File: src/rtl/enc_pkg.sv
// Shared types and constants for the encoder speed-measurement path.
package enc_pkg;

    typedef enum logic {
        ST_IDLE = 1'b0,
        ST_GATE = 1'b1
    } state_e;

    localparam int GATE_CYCLES_DFLT = 1000000;
    localparam int CNT_W_DFLT       = 16;
    localparam int PER_W_DFLT       = 24;

    // All-ones value of a w-bit counter, for saturation compares.
    function automatic logic [63:0] sat_max(input int w);
        return (w >= 64) ? {64{1'b1}} : ((64'd1 << w) - 64'd1);
    endfunction

endpackage

File: src/rtl/enc_period_meter.sv
// Free-running edge-to-edge period counter; reports cycles between consecutive enc_pos pulses.
module enc_period_meter
    import enc_pkg::*;
#(
    parameter int PER_W = PER_W_DFLT
) (
    input  logic             clk,
    input  logic             rst,
    input  logic             enc_pos,
    output logic [PER_W-1:0] period_out,
    output logic             period_valid
);

    localparam logic [PER_W-1:0] PER_MAX = PER_W'(sat_max(PER_W));

    logic [PER_W-1:0] cnt_q, cnt_d;
    logic [PER_W-1:0] period_q, period_d;
    logic             seen_q, seen_d;
    logic             valid_q, valid_d;
    logic [PER_W-1:0] cnt_sat;

    always_comb begin
        // cnt_q+1 saturated is both the next idle count and the reported period
        cnt_sat  = (cnt_q == PER_MAX) ? PER_MAX : cnt_q + PER_W'(1);
        cnt_d    = cnt_sat;
        seen_d   = seen_q;
        period_d = period_q;
        valid_d  = 1'b0;
        if (enc_pos) begin
            cnt_d  = '0;
            seen_d = 1'b1;
            if (seen_q) begin
                period_d = cnt_sat;
                valid_d  = 1'b1;
            end
        end
    end

    always_ff @(posedge clk) begin
        if (rst) begin
            cnt_q    <= '0;
            seen_q   <= 1'b0;
            period_q <= '0;
            valid_q  <= 1'b0;
        end else begin
            cnt_q    <= cnt_d;
            seen_q   <= seen_d;
            period_q <= period_d;
            valid_q  <= valid_d;
        end
    end

    assign period_out   = period_q;
    assign period_valid = valid_q;

endmodule

File: src/rtl/enc_speed_meter.sv
// Gated-window encoder pulse counter with continuous mode and abort, plus period meter.
//
// state   | meaning
// --------+---------------------------------------------------------------
// ST_IDLE | no window open; waits for start (abort blocks it)
// ST_GATE | window open; counts enc_pos, timer counts down to terminal 0
module enc_speed_meter
    import enc_pkg::*;
#(
    parameter int GATE_CYCLES = GATE_CYCLES_DFLT,
    parameter int CNT_W       = CNT_W_DFLT,
    parameter int PER_W       = PER_W_DFLT
) (
    input  logic             clk,
    input  logic             rst,
    input  logic             enc_pos,
    input  logic             start,
    input  logic             cont,
    input  logic             abort,
    output logic             busy,
    output logic [CNT_W-1:0] cnt_out,
    output logic             ovf,
    output logic             cnt_valid,
    output logic [PER_W-1:0] period_out,
    output logic             period_valid
);

    localparam int               TMR_W    = $clog2(GATE_CYCLES);
    localparam logic [TMR_W-1:0] TMR_LOAD = TMR_W'(GATE_CYCLES - 1);
    localparam logic [CNT_W-1:0] CNT_MAX  = CNT_W'(sat_max(CNT_W));

    state_e           state_q, state_d;
    logic [TMR_W-1:0] tmr_q, tmr_d;
    logic [CNT_W-1:0] acc_q, acc_d;
    logic             wovf_q, wovf_d;
    logic [CNT_W-1:0] cnt_out_q, cnt_out_d;
    logic             ovf_q, ovf_d;
    logic             cnt_valid_q, cnt_valid_d;

    logic [CNT_W-1:0] acc_inc;
    logic             wovf_inc;

    always_comb begin
        state_d     = state_q;
        tmr_d       = tmr_q;
        acc_d       = acc_q;
        wovf_d      = wovf_q;
        cnt_out_d   = cnt_out_q;
        ovf_d       = ovf_q;
        cnt_valid_d = 1'b0;

        // accumulator value including this cycle's pulse, used only while gating
        acc_inc  = acc_q;
        wovf_inc = wovf_q;
        if (enc_pos) begin
            if (acc_q == CNT_MAX) begin
                wovf_inc = 1'b1;
            end else begin
                acc_inc = acc_q + CNT_W'(1);
            end
        end

        case (state_q)
            ST_IDLE: begin
                if (start && !abort) begin
                    state_d = ST_GATE;
                    tmr_d   = TMR_LOAD;
                    acc_d   = '0;
                    wovf_d  = 1'b0;
                end
            end
            ST_GATE: begin
                if (abort) begin
                    state_d = ST_IDLE;
                end else if (tmr_q == '0) begin
                    cnt_out_d   = acc_inc;
                    ovf_d       = wovf_inc;
                    cnt_valid_d = 1'b1;
                    if (cont) begin
                        // back-to-back window: next gate cycle starts with the strobe
                        tmr_d  = TMR_LOAD;
                        acc_d  = '0;
                        wovf_d = 1'b0;
                    end else begin
                        state_d = ST_IDLE;
                        acc_d   = acc_inc;
                        wovf_d  = wovf_inc;
                    end
                end else begin
                    tmr_d  = tmr_q - TMR_W'(1);
                    acc_d  = acc_inc;
                    wovf_d = wovf_inc;
                end
            end
            default: begin
                state_d = ST_IDLE;
            end
        endcase
    end

    always_ff @(posedge clk) begin
        if (rst) begin
            state_q     <= ST_IDLE;
            tmr_q       <= '0;
            acc_q       <= '0;
            wovf_q      <= 1'b0;
            cnt_out_q   <= '0;
            ovf_q       <= 1'b0;
            cnt_valid_q <= 1'b0;
        end else begin
            state_q     <= state_d;
            tmr_q       <= tmr_d;
            acc_q       <= acc_d;
            wovf_q      <= wovf_d;
            cnt_out_q   <= cnt_out_d;
            ovf_q       <= ovf_d;
            cnt_valid_q <= cnt_valid_d;
        end
    end

    assign busy      = (state_q == ST_GATE);
    assign cnt_out   = cnt_out_q;
    assign ovf       = ovf_q;
    assign cnt_valid = cnt_valid_q;

    enc_period_meter #(
        .PER_W (PER_W)
    ) u_period (
        .clk          (clk),
        .rst          (rst),
        .enc_pos      (enc_pos),
        .period_out   (period_out),
        .period_valid (period_valid)
    );

endmodule
File: config.mk
export PLATFORM = sky130hd
export DESIGN_NAME = enc_speed_meter
export DESIGN_NICKNAME = d
export VERILOG_FILES = /design/src/rtl/enc_pkg.sv /design/src/rtl/enc_period_meter.sv /design/src/rtl/enc_speed_meter.sv
export SDC_FILE = /design/constraint.sdc
export NUM_CORES = 1
export LEC_CHECK = 0
export BUFFER_PORTS_ARGS = -buffer_cell sky130_fd_sc_hd__buf_2
export CAP_MARGIN = 10
export CORE_ASPECT_RATIO = 1.2
export CORE_UTILIZATION = 45
export DETAILED_ROUTE_END_ITERATION = 8
export GPL_TIMING_DRIVEN = 0
export HOLD_SLACK_MARGIN = 0.06
export PLACE_DENSITY_LB_ADDON = 0.05
export SYNTH_ARGS = -nofsm -noshare
export SYNTH_HDL_FRONTEND = slang
export SYNTH_HIERARCHICAL = 1
export SYNTH_SLANG_ARGS = --single-unit
File: constraint.sdc
create_clock -name clk -period 6.7 [get_ports clk]
set_clock_uncertainty 0.05 [all_clocks]
set_input_delay 1.34 -clock clk [delete_from_list [all_inputs] [get_ports clk]]
set_output_delay 1.34 -clock clk [all_outputs]
set_load 0.05 [all_outputs]
== Yosys cells after proc, flatten, opt, wreduce, memory -nomap -nowiden ==
Index checks and enable logic that the tools add are counted.
Word-level totals
  memories kept: 0
  bits in registers: 106
  logic and storage cells: 59
  output and inout bits: 44
  bits in latches: 0
  RAM bits: 0
  memory bits (read-only): 0
  input bits: 6
Cells by class
  divide/modulo/power cells: 0
  add/subtract/negate cells: 3
  bitwise gates (word level): 3
  reduce and logical (&&, ||, !) cells: 10
  equal/unequal tests: 5
  multipliers: 0
  magnitude comparators: 0
  shift operators: 0
  muxes and demuxes: 27
Operators by type and width (number)
  2-to-1 mux 16 bit: 6
  2-to-1 mux 20 bit: 4
  case mux 20 bit (2 select lines): 1
  case mux 16 bit (2 select lines): 1
  adder 24 x 1 -> 24 bit, second input constant: 1
  == test 24 bit, second input constant: 1
  2-to-1 mux 24 bit: 1
  zero test 20 bit: 1
  subtractor 20 x 1 -> 20 bit, second input constant: 1
  adder 16 x 1 -> 16 bit, second input constant: 1
  == test 16 bit, second input constant: 1
  2-to-1 mux 1 bit: 12
  AND reduction 3 bit: 2
  inequality test 2 bit, second input constant: 2
  case mux 1 bit (2 select lines): 2
  AND reduction 2 bit: 2
  OR reduction 2 bit: 2
  inequality test 3 bit, second input constant: 1
  NOT 1 bit: 3
  OR reduction 3 bit: 1
  logical AND 1 bit: 1
  zero test 1 bit: 1

== Logic depth before layout (Yosys ltp) ==
  depth in word-level cells: 7
  gate-level depth with buffers: 9
  depth with buffers taken out: 7

== By module ==
Netlist, hierarchy kept.
Modules (own cells, without submodules)
  enc_speed_meter: cells an instance 348, seq. area each 1121.1 um^2, area each 2930.3 um^2, instances 1
  enc_period_meter: cells an instance 242, seq. area each 1001.0 um^2, area each 2185.8 um^2, instances 1

== Worst setup path before layout ==
Ideal clock, no wire load.
  kind: in2reg
  from: in enc_pos
  to: reg cnt_out_q[15] (netlist: cnt_out[15])
  data required time: 6.572 ns
  slack: 4.035 ns
  data arrival time: 2.538 ns
  path buffers: 0
  library setup time: 0.078 ns
  stages: 5
  cell sequence: nand3_1 or4_1 or3_1 and3_1 nor3_1
Between the ends
  longest elaborated chain between the ends: 1
Ends and longest elaborated chain
  start: declaration: line enc_speed_meter.sv:16  | input logic enc_pos,
  2-to-1 mux 16 bit: line enc_speed_meter.sv:55  | if (enc_pos) begin
  end signal: assignment: line enc_speed_meter.sv:115  | cnt_out_q <= cnt_out_d;
  end: declaration: line enc_speed_meter.sv:36  | logic [CNT_W-1:0] cnt_out_q, cnt_out_d;
No other way between the ends.
A chain may end at the register's enable or synchronous reset.

== Worst setup path in the final report ==
  from: in enc_pos
  to: reg cnt_out_q[12] (netlist: cnt_out[12])
The elaborated chain is that of the path after synthesis.

==> flow_summary.json <==
{
  "root_buffer": "clkbuf_16",
  "hp-start": "u_period/period_out[20]$_SDFFE_PP0P_",
  "postSynthCellCount": 590,
  "routed_wl_um": 12400,
  "power_density_nw_per_um2": 239,
  "dr.pass1.iters": 4,
  "synthArstFlopShare": 0,
  "drcViolationCount": 0,
  "yosysUniqueCellTypes": 74,
  "hold_path.class": "reg -> reg",
  "antenna_found_initial": 0,
  "setup_viol": 0,
  "layout-drive-gt1-share": 0.167,
  "regArea_um2": 2120,
  "critical_path_required_ns": 6.86,
  "path_buf_inv": 1,
  "cp-startpoint": "enc_pos",
  "seq_area_frac_synth": 0.415,
  "synth_edf_count": 0,
  "multi_input_area_um2": 2770,
  "power.total_w": 0.00140,
  "post_cts_buffers": 0,
  "synth_top_cell_by_area": "dfxtp_1",
  "synthTopCellsByArea": "dfxtp_1 (41%), nor2_1 (6.8%), a211oi_1 (3.8%)",
  "worstSetupPathType": "in -> reg",
  "synth-main-ff-cell": "dfxtp_1",
  "leakagePower_nw": 2.14,
  "grt_pass1_wl_um": 21000,
  "status": "completed",
  "finalCriticalPeriod_ns": 2.78,
  "core.rowCount": 42,
  "critPathMaxStageDelay_ns": 0.52,
  "syn_avg_cell_area_um2": 8.67,
  "dieWidth_um": 99.3,
  "cts.sinks": 106,
  "cts_resized": 0,
  "port-buffer-count": 49,
  "slew_viol_final": 0,
  "vias": 4525,
  "cts_buffers": 9,
  "crit_family": "simple AND/OR/NAND/NOR gates",
  "vdd_ir_drop_max_v": 0.000104,
  "arrival_ns": 2.94,
  "ios": 50,
  "fillers": 1108,
  "regToRegStartpoint": "acc_q[0]$_SDFFE_PP0P_",
  "start_kind": "primary input",
  "clkTransAtPathRegs_ns": 0.07,
  "setup_tns_ns": 0,
  "drv_cap": 0,
  "synth_top_area_frac": 0.415,
  "hpwl_um": 9070,
  "tritoncts": "yes",
  "finalHoldViolCount": 0,
  "synth-seq-cells": 106,
  "ant_nets": 0,
  "core_area_um2": 11000,
  "die_area_um2": 11800,
  "relSlewSlack": 0.517,
  "rsz0062_at_grt": "false",
  "drt_iter0_markers": 174,
  "postCtsHoldBufs": 0,
  "crit_chain": "buf_2 -> nand4_1 -> nor4_1 -> mux2i_1 -> mux2i_1 -> nor2b_1",
  "synth_nets": 600,
  "initial_core_util": 0.464,
  "grt_max_degree": 16,
  "fin_nets": 660,
  "max_freq_mhz": 359,
  "gp_congestion": 0.856,
  "insertion_delay_ns": 0.35,
  "end_kind": "flip-flop",
  "die_height_um": 119,
  "area_growth_pct": 14.3,
  "diodes": 0,
  "grt_pass1_vias": 4359,
  "post-route-period-util": 0.415,
  "grt-ovfl-total": 0,
  "track_usage": 0.223,
  "netlist_area_um2": 5120,
  "clk_path_buf_depth": 2,
  "worstMarginPinSlew_ns": 0.720,
  "critPathMaxFanout": 13,
  "slowest_stage": "nor4_1",
  "ctsHtreeMaxLevel": 3,
  "yosysWarnings": 6,
  "wire_per_inst_um": 15.8,
  "drt-vias-per-instance": 5.76,
  "cpMostUsedCell": "mux2i_1"
}
-- per-stage QoR --
step / cells / setup WS (ns) / util / area [um^2] / hold slack, ns
4_1_cts: 785 / 3.92 / 0.530 / 5850 / 0.407
3_3_place_gp: 771 / 3.56 / 0.501 / 5530 / 0.393
2_1_floorplan: 590 / 4.03 / - / 5120 / 0.388
6_report: 785 / 3.92 / 0.530 / 5850 / 0.404
3_5_place_dp: 771 / 3.55 / 0.501 / 5530 / 0.398
5_1_grt: 785 / 3.80 / 0.530 / 5850 / 0.422
-- cell usage after synthesis (2+ instances only) --
library cell,instances
and3b_1,2
o21a_1,3
a21o_1,2
or3_1,17
xor2_1,14
nand3b_1,4
a31o_2,2
clkbuf_1,22
a21oi_1,23
nor3_1,12
or4_1,3
a31oi_1,19
and2_1,5
a211o_1,3
nor4_1,12
nor2_1,93
nor4_2,2
o21ai_1,3
a311oi_2,2
o22ai_1,2
buf_2,10
dfxtp_1,106
nand4_4,2
mux2i_1,4
and4_1,5
nor3b_1,3
o311ai_0,2
nand4_1,14
a311oi_1,5
buf_6,4
nor2_2,8
nand2_1,38
nand2b_1,7
nand3_1,22
inv_1,10
ha_1,4
nor4_4,2
a211oi_1,26
a211oi_2,8
o21ai_0,12
xnor2_1,12
o31ai_1,3
a311o_1,2
and3_1,6
-- area by class of cell --
type                    instances  area share
clock inverters                 3      0.0154
multi-input cells             436       0.473
clock buffers                  11      0.0398
inverters                      10     0.00642
flip-flops and latches        106       0.363
well taps                     132      0.0282
plain buffers                  38      0.0323
repair buffers                 49      0.0419
-- kinds of logic (layout without fill, tap and decap cells) --
logic type,Yosys count,count (layout),share of synthesized area
xor gates and xnor gates,26,26,0.0445
adders and majority gates,4,4,0.00978
DFF,106,106,0.415
muxes,4,4,0.00783
AOI/OAI and AO/OA,138,138,0.205
buffers and inverters,48,111,0.0443
and+or+nand+nor,264,264,0.274
-- registers in the layout, indices dropped and copies added (netlist names) --
register               cells
u_period/period_out       24
busy                       1
u_period/cnt_q            24
tmr_q                     20
u_period/seen_q            1
wovf_q                     1
cnt_valid                  1
u_period/period_valid      1
ovf                        1
cnt_out                   16
acc_q                     16
-- final timing paths --
kind / end / slack (ns) / cells past startpoint
min: u_period/period_out[20]$_SDFFE_PP0P_ / 0.40 / 2
min reg2reg: u_period/period_out[20]$_SDFFE_PP0P_ / 0.40 / 2
max reg2reg: cnt_out[1]$_SDFFE_PP0P_ / 4.21 / 8
max: cnt_out[12]$_SDFFE_PP0P_ / 3.92 / 6
-- cell usage in the layout (no fill, tap or decap), types with 7 or more instances in the layout --
master	Yosys	layout
xnor2_1	12	12
nand4_1	14	14
nand2b_1	7	7
xor2_1	14	14
a211oi_1	26	26
clkbuf_1	22	24
nor2_2	8	8
inv_1	10	10
dfxtp_1	106	106
clkbuf_16	0	9
a211oi_2	8	8
a31oi_1	19	19
nand3_1	22	22
nand2_1	38	38
or3_1	17	17
o21ai_0	12	12
nor2_1	93	93
buf_2	10	59
a21oi_1	23	23
nor4_1	12	12
nor3_1	12	12
-- report_power, final --
group	switching (W)	total [W]	leakage [nW]	internal [W]
Combinational	0.000108	0.000154	1.12	0.0000464
Sequential	0.0000149	0.000661	0.860	0.000646
Clock	0.000219	0.000580	0.156	0.000361
-- routing by layer --
metal,GRT usage,wire [um]
met1,0.279,5590
met2,0.377,6090
met3,0.0420,454
met5,0,0
met4,0.0818,271
-- worst register-to-register path: stages (launching register included) --
cell      delay [ns]
dfxtp_1         0.47
ha_1            0.26
nand4_1         0.22
or4_1           0.53
buf_2           0.18
and2_1          0.17
buf_6           0.13
mux2i_1         0.23
a211oi_1        0.11
Note: power is estimated with default switching activity, not from simulation.
